===== src/rtl/pid_sequencer.sv =====
// PID front-end: latches one attitude sample, then computes P/I/D error terms
// for pitch, roll and yaw on a single shared arithmetic lane, one axis per cycle.
module pid_sequencer #(
  parameter int DW      = 24,
  parameter int I_LIMIT = 4194303
) (
  input  logic          clk,
  input  logic          rst_n,
  input  logic          arm,
  input  logic          s_valid,
  output logic          s_ready,
  input  logic [DW-1:0] meas_pitch,
  input  logic [DW-1:0] meas_roll,
  input  logic [DW-1:0] meas_yaw,
  input  logic [DW-1:0] sp_pitch,
  input  logic [DW-1:0] sp_roll,
  input  logic [DW-1:0] sp_yaw,
  output logic [DW-1:0] pitch_error,
  output logic [DW-1:0] roll_error,
  output logic [DW-1:0] yaw_error,
  output logic [DW-1:0] i_pitch_error,
  output logic [DW-1:0] i_roll_error,
  output logic [DW-1:0] i_yaw_error,
  output logic [DW-1:0] d_pitch_error,
  output logic [DW-1:0] d_roll_error,
  output logic [DW-1:0] d_yaw_error,
  output logic          cal_pid_en,
  output logic [2:0]    i_sat,
  output logic [15:0]   sample_cnt
);

  typedef enum logic {IDLE, CALC} state_e;

  localparam logic signed [DW:0] ILIM_P = (DW+1)'(I_LIMIT);
  localparam logic signed [DW:0] ILIM_N = -ILIM_P;

  state_e state_q, state_d;
  logic [1:0] axis_q, axis_d;

  logic [2:0][DW-1:0] sp_q, sp_d;
  logic [2:0][DW-1:0] meas_q, meas_d;
  logic [2:0][DW-1:0] err_q, err_d;
  logic [2:0][DW-1:0] i_q, i_d;
  logic [2:0][DW-1:0] d_q, d_d;
  logic [2:0][DW-1:0] prev_q, prev_d;
  logic [2:0]         i_sat_q, i_sat_d;
  logic               cal_q, cal_d;
  logic               first_q, first_d;
  logic [15:0]        cnt_q, cnt_d;

  logic [DW-1:0]      cur_sp, cur_meas, cur_i, cur_prev;
  logic signed [DW:0] e_wide, i_wide, d_wide;
  logic [DW-1:0]      e_new, i_new, d_new;
  logic               clamp_hi, clamp_lo;

  function automatic logic [DW-1:0] sat(input logic [DW:0] x);
    if (x[DW] != x[DW-1])
      return x[DW] ? {1'b1, {(DW-1){1'b0}}} : {1'b0, {(DW-1){1'b1}}};
    return x[DW-1:0];
  endfunction

  // Shared arithmetic lane, operands muxed by the axis being computed
  always_comb begin
    cur_sp   = '0;
    cur_meas = '0;
    cur_i    = '0;
    cur_prev = '0;
    for (int unsigned a = 0; a < 3; a++) begin
      if (axis_q == 2'(a)) begin
        cur_sp   = sp_q[a];
        cur_meas = meas_q[a];
        cur_i    = i_q[a];
        cur_prev = prev_q[a];
      end
    end
    e_wide   = $signed({cur_sp[DW-1], cur_sp}) - $signed({cur_meas[DW-1], cur_meas});
    e_new    = sat(e_wide);
    i_wide   = $signed({cur_i[DW-1], cur_i}) + $signed({e_new[DW-1], e_new});
    clamp_hi = i_wide > ILIM_P;
    clamp_lo = i_wide < ILIM_N;
    i_new    = clamp_hi ? ILIM_P[DW-1:0] : (clamp_lo ? ILIM_N[DW-1:0] : i_wide[DW-1:0]);
    d_wide   = $signed({e_new[DW-1], e_new}) - $signed({cur_prev[DW-1], cur_prev});
    d_new    = first_q ? '0 : sat(d_wide);
  end

  always_ff @(posedge clk) begin
    if (!rst_n) begin
      state_q <= IDLE;
      axis_q  <= '0;
      sp_q    <= '0;
      meas_q  <= '0;
      err_q   <= '0;
      i_q     <= '0;
      d_q     <= '0;
      prev_q  <= '0;
      i_sat_q <= '0;
      cal_q   <= 1'b0;
      first_q <= 1'b1;
      cnt_q   <= '0;
    end else begin
      state_q <= state_d;
      axis_q  <= axis_d;
      sp_q    <= sp_d;
      meas_q  <= meas_d;
      err_q   <= err_d;
      i_q     <= i_d;
      d_q     <= d_d;
      prev_q  <= prev_d;
      i_sat_q <= i_sat_d;
      cal_q   <= cal_d;
      first_q <= first_d;
      cnt_q   <= cnt_d;
    end
  end

  always_comb begin
    state_d = state_q;
    axis_d  = axis_q;
    if (!arm) begin
      state_d = IDLE;
      axis_d  = '0;
    end else begin
      case (state_q)
        IDLE: begin
          if (s_valid) begin
            state_d = CALC;
            axis_d  = '0;
          end
        end
        CALC: begin
          if (axis_q == 2'd2) begin
            state_d = IDLE;
            axis_d  = '0;
          end else begin
            axis_d = axis_q + 2'd1;
          end
        end
        default: begin
          state_d = IDLE;
          axis_d  = '0;
        end
      endcase
    end
  end

  // Disarm wins over everything except reset; sample_cnt survives a disarm
  always_comb begin
    sp_d    = sp_q;
    meas_d  = meas_q;
    err_d   = err_q;
    i_d     = i_q;
    d_d     = d_q;
    prev_d  = prev_q;
    i_sat_d = i_sat_q;
    cal_d   = 1'b0;
    first_d = first_q;
    cnt_d   = cnt_q;
    if (!arm) begin
      err_d   = '0;
      i_d     = '0;
      d_d     = '0;
      prev_d  = '0;
      i_sat_d = '0;
      first_d = 1'b1;
    end else if (state_q == IDLE) begin
      if (s_valid) begin
        sp_d   = {sp_yaw, sp_roll, sp_pitch};
        meas_d = {meas_yaw, meas_roll, meas_pitch};
      end
    end else begin
      for (int unsigned a = 0; a < 3; a++) begin
        if (axis_q == 2'(a)) begin
          err_d[a]   = e_new;
          i_d[a]     = i_new;
          d_d[a]     = d_new;
          prev_d[a]  = e_new;
          i_sat_d[a] = clamp_hi | clamp_lo;
        end
      end
      if (axis_q == 2'd2) begin
        cal_d   = 1'b1;
        cnt_d   = cnt_q + 16'd1;
        first_d = 1'b0;
      end
    end
  end

  assign s_ready       = (state_q == IDLE);
  assign pitch_error   = err_q[0];
  assign roll_error    = err_q[1];
  assign yaw_error     = err_q[2];
  assign i_pitch_error = i_q[0];
  assign i_roll_error  = i_q[1];
  assign i_yaw_error   = i_q[2];
  assign d_pitch_error = d_q[0];
  assign d_roll_error  = d_q[1];
  assign d_yaw_error   = d_q[2];
  assign cal_pid_en    = cal_q;
  assign i_sat         = i_sat_q;
  assign sample_cnt    = cnt_q;

endmodule


===== config.mk =====
export PLATFORM = sky130hd
export DESIGN_NAME = pid_sequencer
export DESIGN_NICKNAME = d
export VERILOG_FILES = /design/src/rtl/pid_sequencer.sv
export SDC_FILE = /design/constraint.sdc
export NUM_CORES = 1
export LEC_CHECK = 0
export CORE_MARGIN = 4
export CORE_UTILIZATION = 58
export CTS_BUF_LIST = sky130_fd_sc_hd__clkbuf_8
export DETAILED_ROUTE_END_ITERATION = 8
export MAX_ROUTING_LAYER = met4
export PLACE_DENSITY_LB_ADDON = 0.12
export SLEW_MARGIN = 20
export SYNTH_ARGS = -nofsm -noshare
export SYNTH_HDL_FRONTEND = slang
export SYNTH_SLANG_ARGS = --single-unit

===== constraint.sdc =====
create_clock -name clk -period 11.85 [get_ports clk]
set_input_delay 1.185 -clock clk [delete_from_list [all_inputs] [get_ports clk]]
set_output_delay 1.185 -clock clk [all_outputs]
set_load 0.05 [all_outputs]

==> Yosys cells after proc, flatten, opt, wreduce, memory -nomap -nowiden <==
Index checks and enable logic that the tools add are counted.
{ "op_classes": {"addsub": 5, "n_lt_le_gt_ge": 2, "n_eq_ne": 5, "mux": 30, "n_bitwise": 2, "reduce_logical": 8} }
{ "op_table": {"columns": ["cell", "count"], "rows": [
  ["2-to-1 mux 24 bit", 21],
  ["subtractor 24 x 24 -> 25 bit", 2],
  ["adder 24 x 24 -> 25 bit", 1],
  ["greater-than comparator 25 x 23 -> 1 bit, second input constant", 1],
  ["< comparator 25 x 23 -> 1 bit, second input constant", 1],
  ["adder 16 x 1 -> 16 bit, second input constant", 1],
  ["AND reduction 3 bit", 3],
  ["AND reduction 2 bit", 4],
  ["2-to-1 mux 1 bit", 5],
  ["2-to-1 mux 2 bit", 2],
  ["case mux 2 bit (2 select lines)", 1],
  ["adder 2 x 1 -> 2 bit, second input constant", 1],
  ["equality test 2 x 1 -> 1 bit, second input constant", 1],
  ["equality test 2 bit, second input constant", 1],
  ["logical NOT 2 bit", 1],
  ["inequality test 1 bit", 2],
  ["inequality test 2 bit, second input constant", 1],
  ["case mux 1 bit (2 select lines)", 1],
  ["NOT 1 bit", 1],
  ["bitwise OR 1 bit", 1]
]} }
{ "totals": {"regBits": 384, "inputBits": 148, "output_inout_bits": 237, "wordCells": 75} }

==> Logic depth before layout (Yosys ltp) <==
{ "logic_depth": {"ltp_word": 13, "ltp_mapped": 35, "mapped_depth_nobuf": 29} }

==> Least setup slack after synthesis <==
OpenSTA, ideal clock, no wires.
{ "synth_path": {"kind": "register to register", "start": "register axis_q[0]", "end": "register i_q, in the netlist i_pitch_error[14]", "t_arrival_ns": 7.151, "path_slack_ns": 4.583, "path_stages_with_launch": 36, "synth_period_minus_slack_ns": 7.267, "path_cell_list": "dfxtp_1 -> clkbuf_1 -> clkbuf_1 -> buf_1 -> mux2i_1 -> nor2_1 -> a21oi_1 -> ha_1 -> clkbuf_1 -> and2_1 -> a311oi_1 -> o21ai_0 -> a31oi_1 -> o311ai_0 -> a211o_1 -> a31oi_1 -> o21ai_0 -> xor2_1 -> ha_1 -> o311ai_2 -> buf_2 -> o21a_1 -> inv_1 -> ha_1 -> fa_1 -> a211oi_1 -> o21ai_0 -> o21ai_0 -> a21oi_2 -> a211oi_2 -> a21oi_1 -> buf_6 -> o21a_1 -> buf_6 -> a21o_1 -> a22o_1"} }
{ "synth_via": {"elab_chain_len": 12} }
{ "synth_rtl": {"columns": ["item", "line_no", "source"], "rows": [
  ["from (decl)", "38", "logic [1:0] axis_q, axis_d;"],
  ["from (signal assigned)", "102", "axis_q <= axis_d;"],
  ["logical NOT 2 bit", "69", "if (axis_q == 2'(a)) begin"],
  ["2-to-1 mux 24 bit (3 in a row)", "69", null],
  ["subtractor 24 x 24 -> 25 bit (*)", "76", "e_wide = $signed({cur_sp[DW-1], cur_sp}) - $signed({cur_meas[DW-1], cur_meas});"],
  ["2-to-1 mux 24 bit or inequality test 1 bit (tied branches)", "58, 57", null],
  ["2-to-1 mux 24 bit or 2-to-1 mux 1 bit (tied branches)", "57", "if (x[DW] != x[DW-1])"],
  ["2-to-1 mux 24 bit (*)", "59", "return x[DW-1:0];"],
  ["via e_new[0]", "53", "logic [DW-1:0] e_new, i_new, d_new;"],
  ["adder 24 x 24 -> 25 bit (*)", "78", "i_wide = $signed({cur_i[DW-1], cur_i}) + $signed({e_new[DW-1], e_new});"],
  ["< comparator 25 x 23 -> 1 bit", "80", "clamp_lo = i_wide < ILIM_N;"],
  ["2-to-1 mux 24 bit", "81", "i_new = clamp_hi ? ILIM_P[DW-1:0] : (clamp_lo ? ILIM_N[DW-1:0] : i_wide[DW-1:0]);"],
  ["2-to-1 mux 24 bit (*)", "81", null],
  ["to (signal assigned)", "106", "i_q <= i_d;"],
  ["to (decl)", "43", "logic [2:0][DW-1:0] i_q, i_d;"]
]} }
The timed path passes the listed nets; every way through them passes the cells marked *. The select of a mux whose other input is x is not followed.
A chain may end at the register's enable or synchronous reset.

==> Worst setup path after layout <==
{ "layout_path": {"start": "register axis_q[1]", "end": "register i_q, in the netlist i_roll_error[3]"} }
The elaborated chain is that of the path after synthesis.

==> flow_summary.json <==
{
  "critPathKind": "reg -> reg",
  "port_buffers": 384,
  "crit_start": "axis_q[1]",
  "gr-total-overflow": 0,
  "maxSlewViolCount": 0,
  "fin_hold_ws_ns": 0.464,
  "critical_path.slowest_cell": "a21boi_0",
  "rows": 66,
  "clk_latency_ns": 0.62,
  "power.internal_mw": 2.74,
  "seqPwrFrac_pct": 27.7,
  "finalPower_mw": 4.85,
  "die_area_mm2": 0.0366,
  "grt_pass1_vias": 18800,
  "boundaryPins": 385,
  "yosysWarningCount": 0,
  "synthTopCellsByArea": "dfxtp_1, nand2_1, a21boi_0",
  "critPathCaptureType": "flip-flop",
  "finalSetupTns_ns": 0,
  "grt_max_degree": 111,
  "cp-start-kind": "flip-flop",
  "cts_resized": 0,
  "cp.required_ns": 12.33,
  "p_per_area_mw_per_mm2": 195,
  "pwr-share-clk_pct": 25.4,
  "dr.pass1.iters": 8,
  "hold_class": "reg -> reg",
  "setup_ws_ns": 2.38,
  "drt_iter0_markers": 1971,
  "setup_viol": 0,
  "final_core_util_pct": 75.7,
  "rsz0062_at_grt": "false",
  "syn_nets": 2573,
  "fin_crit_sh_pct": 79.9,
  "drive_gt1_share_pct": 5.79,
  "p_sw_share_pct": 43.6,
  "max_stage_delay_ns": 0.76,
  "antenna_found_initial": 2,
  "finalNetCount": 2870,
  "cts_root_buffer": "clkbuf_8",
  "worst_pin_slew_ns": 1.04,
  "skew_ns": 0.0307,
  "drtAntennaViolNets": 0,
  "async_flop_share_pct": 0,
  "synthTopCellsByCount": "nand2_1, dfxtp_1, a21boi_0",
  "relSlewSlack_pct": 30.7,
  "syn_to_final_growth_pct": 27.5,
  "die_h_um": 191,
  "cap_violations": 0,
  "crit_fanout": 65,
  "drc": 0,
  "cts_sinks": 384,
  "dpl_worst_slack_ns": 2.78,
  "numCtsBuffers": 59,
  "r2r-end": "i_roll_error[3]",
  "rr_worst_depth": 28,
  "cts_max_level": 2,
  "wl_per_cell_um": 21.9,
  "core_mm2": 0.0329,
  "min_period_ns": 9.47,
  "rr_startpoint": "axis_q[1]",
  "ir_worst_vdd_v": 0.000157,
  "cp_common_cell": "o21ai_0",
  "grt_pass1_wl_um": 104000,
  "r2r_slack_ns": 2.38,
  "yosysUniqueCellTypes": 70,
  "power_switching_mw": 2.11,
  "synth_most_common_cell": "nand2_1",
  "syn_area_mm2": 0.0195,
  "num_vias": 19400,
  "track_usage_pct": 36.5,
  "arrival_ns": 9.95,
  "initial_core_util_pct": 59.3,
  "max_freq_mhz": 106,
  "ys_seq_area_share_pct": 39.4,
  "p_comb_share_pct": 46.9,
  "place.gp.congestion": 0.947,
  "holdBufCountCts": 0,
  "drt_wl_total_um": 68600,
  "path_clk_slew_ns": 0.06,
  "hold_end": "sp_q[17]",
  "cts_tree": "done",
  "vias_per_cell": 6.18,
  "dp_hpwl_um": 48900,
  "static-leakage-power_nw": 9.16,
  "synth_top_area_cell": "dfxtp_1",
  "ys_ff_latch": 384,
  "finalHoldViolCount": 0,
  "status": "completed",
  "yosysTopAreaCellShare_pct": 39.4,
  "syn_inst": 2347,
  "synthFlopType": "dfxtp_1",
  "synth_edf_count": 0,
  "dieWidth_um": 191,
  "post_cts_buffers": 0,
  "syn_area_per_cell_um2": 8.31,
  "hold_depth": 2,
  "worstHoldStart": "sp_q[17]",
  "clock_path_buffers": 3
}
## worst max path at each step
stage	end	slack, ns
6_report	i_roll_error[3]	2.38
5_1_grt	i_roll_error[3]	1.79
4_1_cts	i_roll_error[3]	2.67
3_5_place_dp	i_pitch_error[11]	2.78
3_3_place_gp	d_roll_error[1]	2.78
2_1_floorplan	i_pitch_error[14]	4.58
## layout make-up
cell class	instances	area (um2)
Antenna cell	3	7.51
Clock buffer	86	1180
Clock inverter	24	166
Fill cell	2327	8000
Inverter	45	169
Multi-Input combinational cell	1749	11100
Sequential cell	384	7690
Tap cell	442	553
Timing Repair Buffer	405	4010
## per-stage QoR
stage,area [um2],instances
floorplan,19500,2347
global placement,23500,3025
detailed placement,23500,3025
CTS,24900,3135
global route,24900,3137
finish,24900,3138
## flip-flops by register name, summed over array words and instances, names as in the netlist
signal,count
axis_q,2
i_roll_error,24
d_roll_error,24
i_yaw_error,24
d_yaw_error,24
cal_pid_en,1
i_pitch_error,24
d_pitch_error,24
prev_q,72
sample_cnt,16
state_q,1
meas_q,72
first_q,1
sp_q,72
i_sat,3
## metal layers
| layer | GRT usage (%) | share of wire [%] | vias up |
|---|---|---|---|
| met3 | 6.15 | 8.7 | 232 |
| met1 | 43.3 | 38 | 9114 |
| met5 | - | 0 | - |
| li1 | - | - | 8923 |
| met2 | 62.0 | 48 | 1134 |
| met4 | 14.8 | 4.8 | 0 |
## worst max-delay path: cells and delay by family (launching register included)
kind                     cells  cell delay, ns
adder cells (fa/ha/maj)      3            1.41
buffers and inverters        4            0.93
AO/OA/AOI/OAI               17            5.19
flip-flops                   1            0.75
AND/OR/NAND/NOR              3            0.85
XOR/XNOR                     1            0.18
## power groups by stage
stage | registers (mW) | logic, mW | clock network, mW
2_1_floorplan | 1.39 | 1.48 | 0
3_3_place_gp | 1.37 | 2.12 | 0
3_5_place_dp | 1.37 | 2.18 | 0
4_1_cts | 1.34 | 2.20 | 1.23
5_1_grt | 1.35 | 2.42 | 1.29
6_report | 1.35 | 2.28 | 1.23
## cells in the final DEF, fill, tap and decap left out, types with 43 or more instances in the layout
master	count
nand2_1	498
clkdlybuf4s50_1	383
dfxtp_1	382
a21boi_0	152
o21ai_0	134
a21oi_1	123
nor2_1	113
mux2i_1	99
clkbuf_8	86
ha_1	75
a221o_1	61
inv_1	56
o22ai_1	50
a211oi_1	43
## cells by family after synthesis
kind of cell | count (synthesis) | share of synthesized area [%]
compound gates | 743 | 26.3
xor+xnor | 67 | 3.05
fa+ha+maj | 78 | 5.12
buf+inv | 214 | 4.30
flops | 384 | 39.4
mux | 101 | 5.20
simple gates | 760 | 16.6
Note: power is estimated with default switching activity, not from simulation.
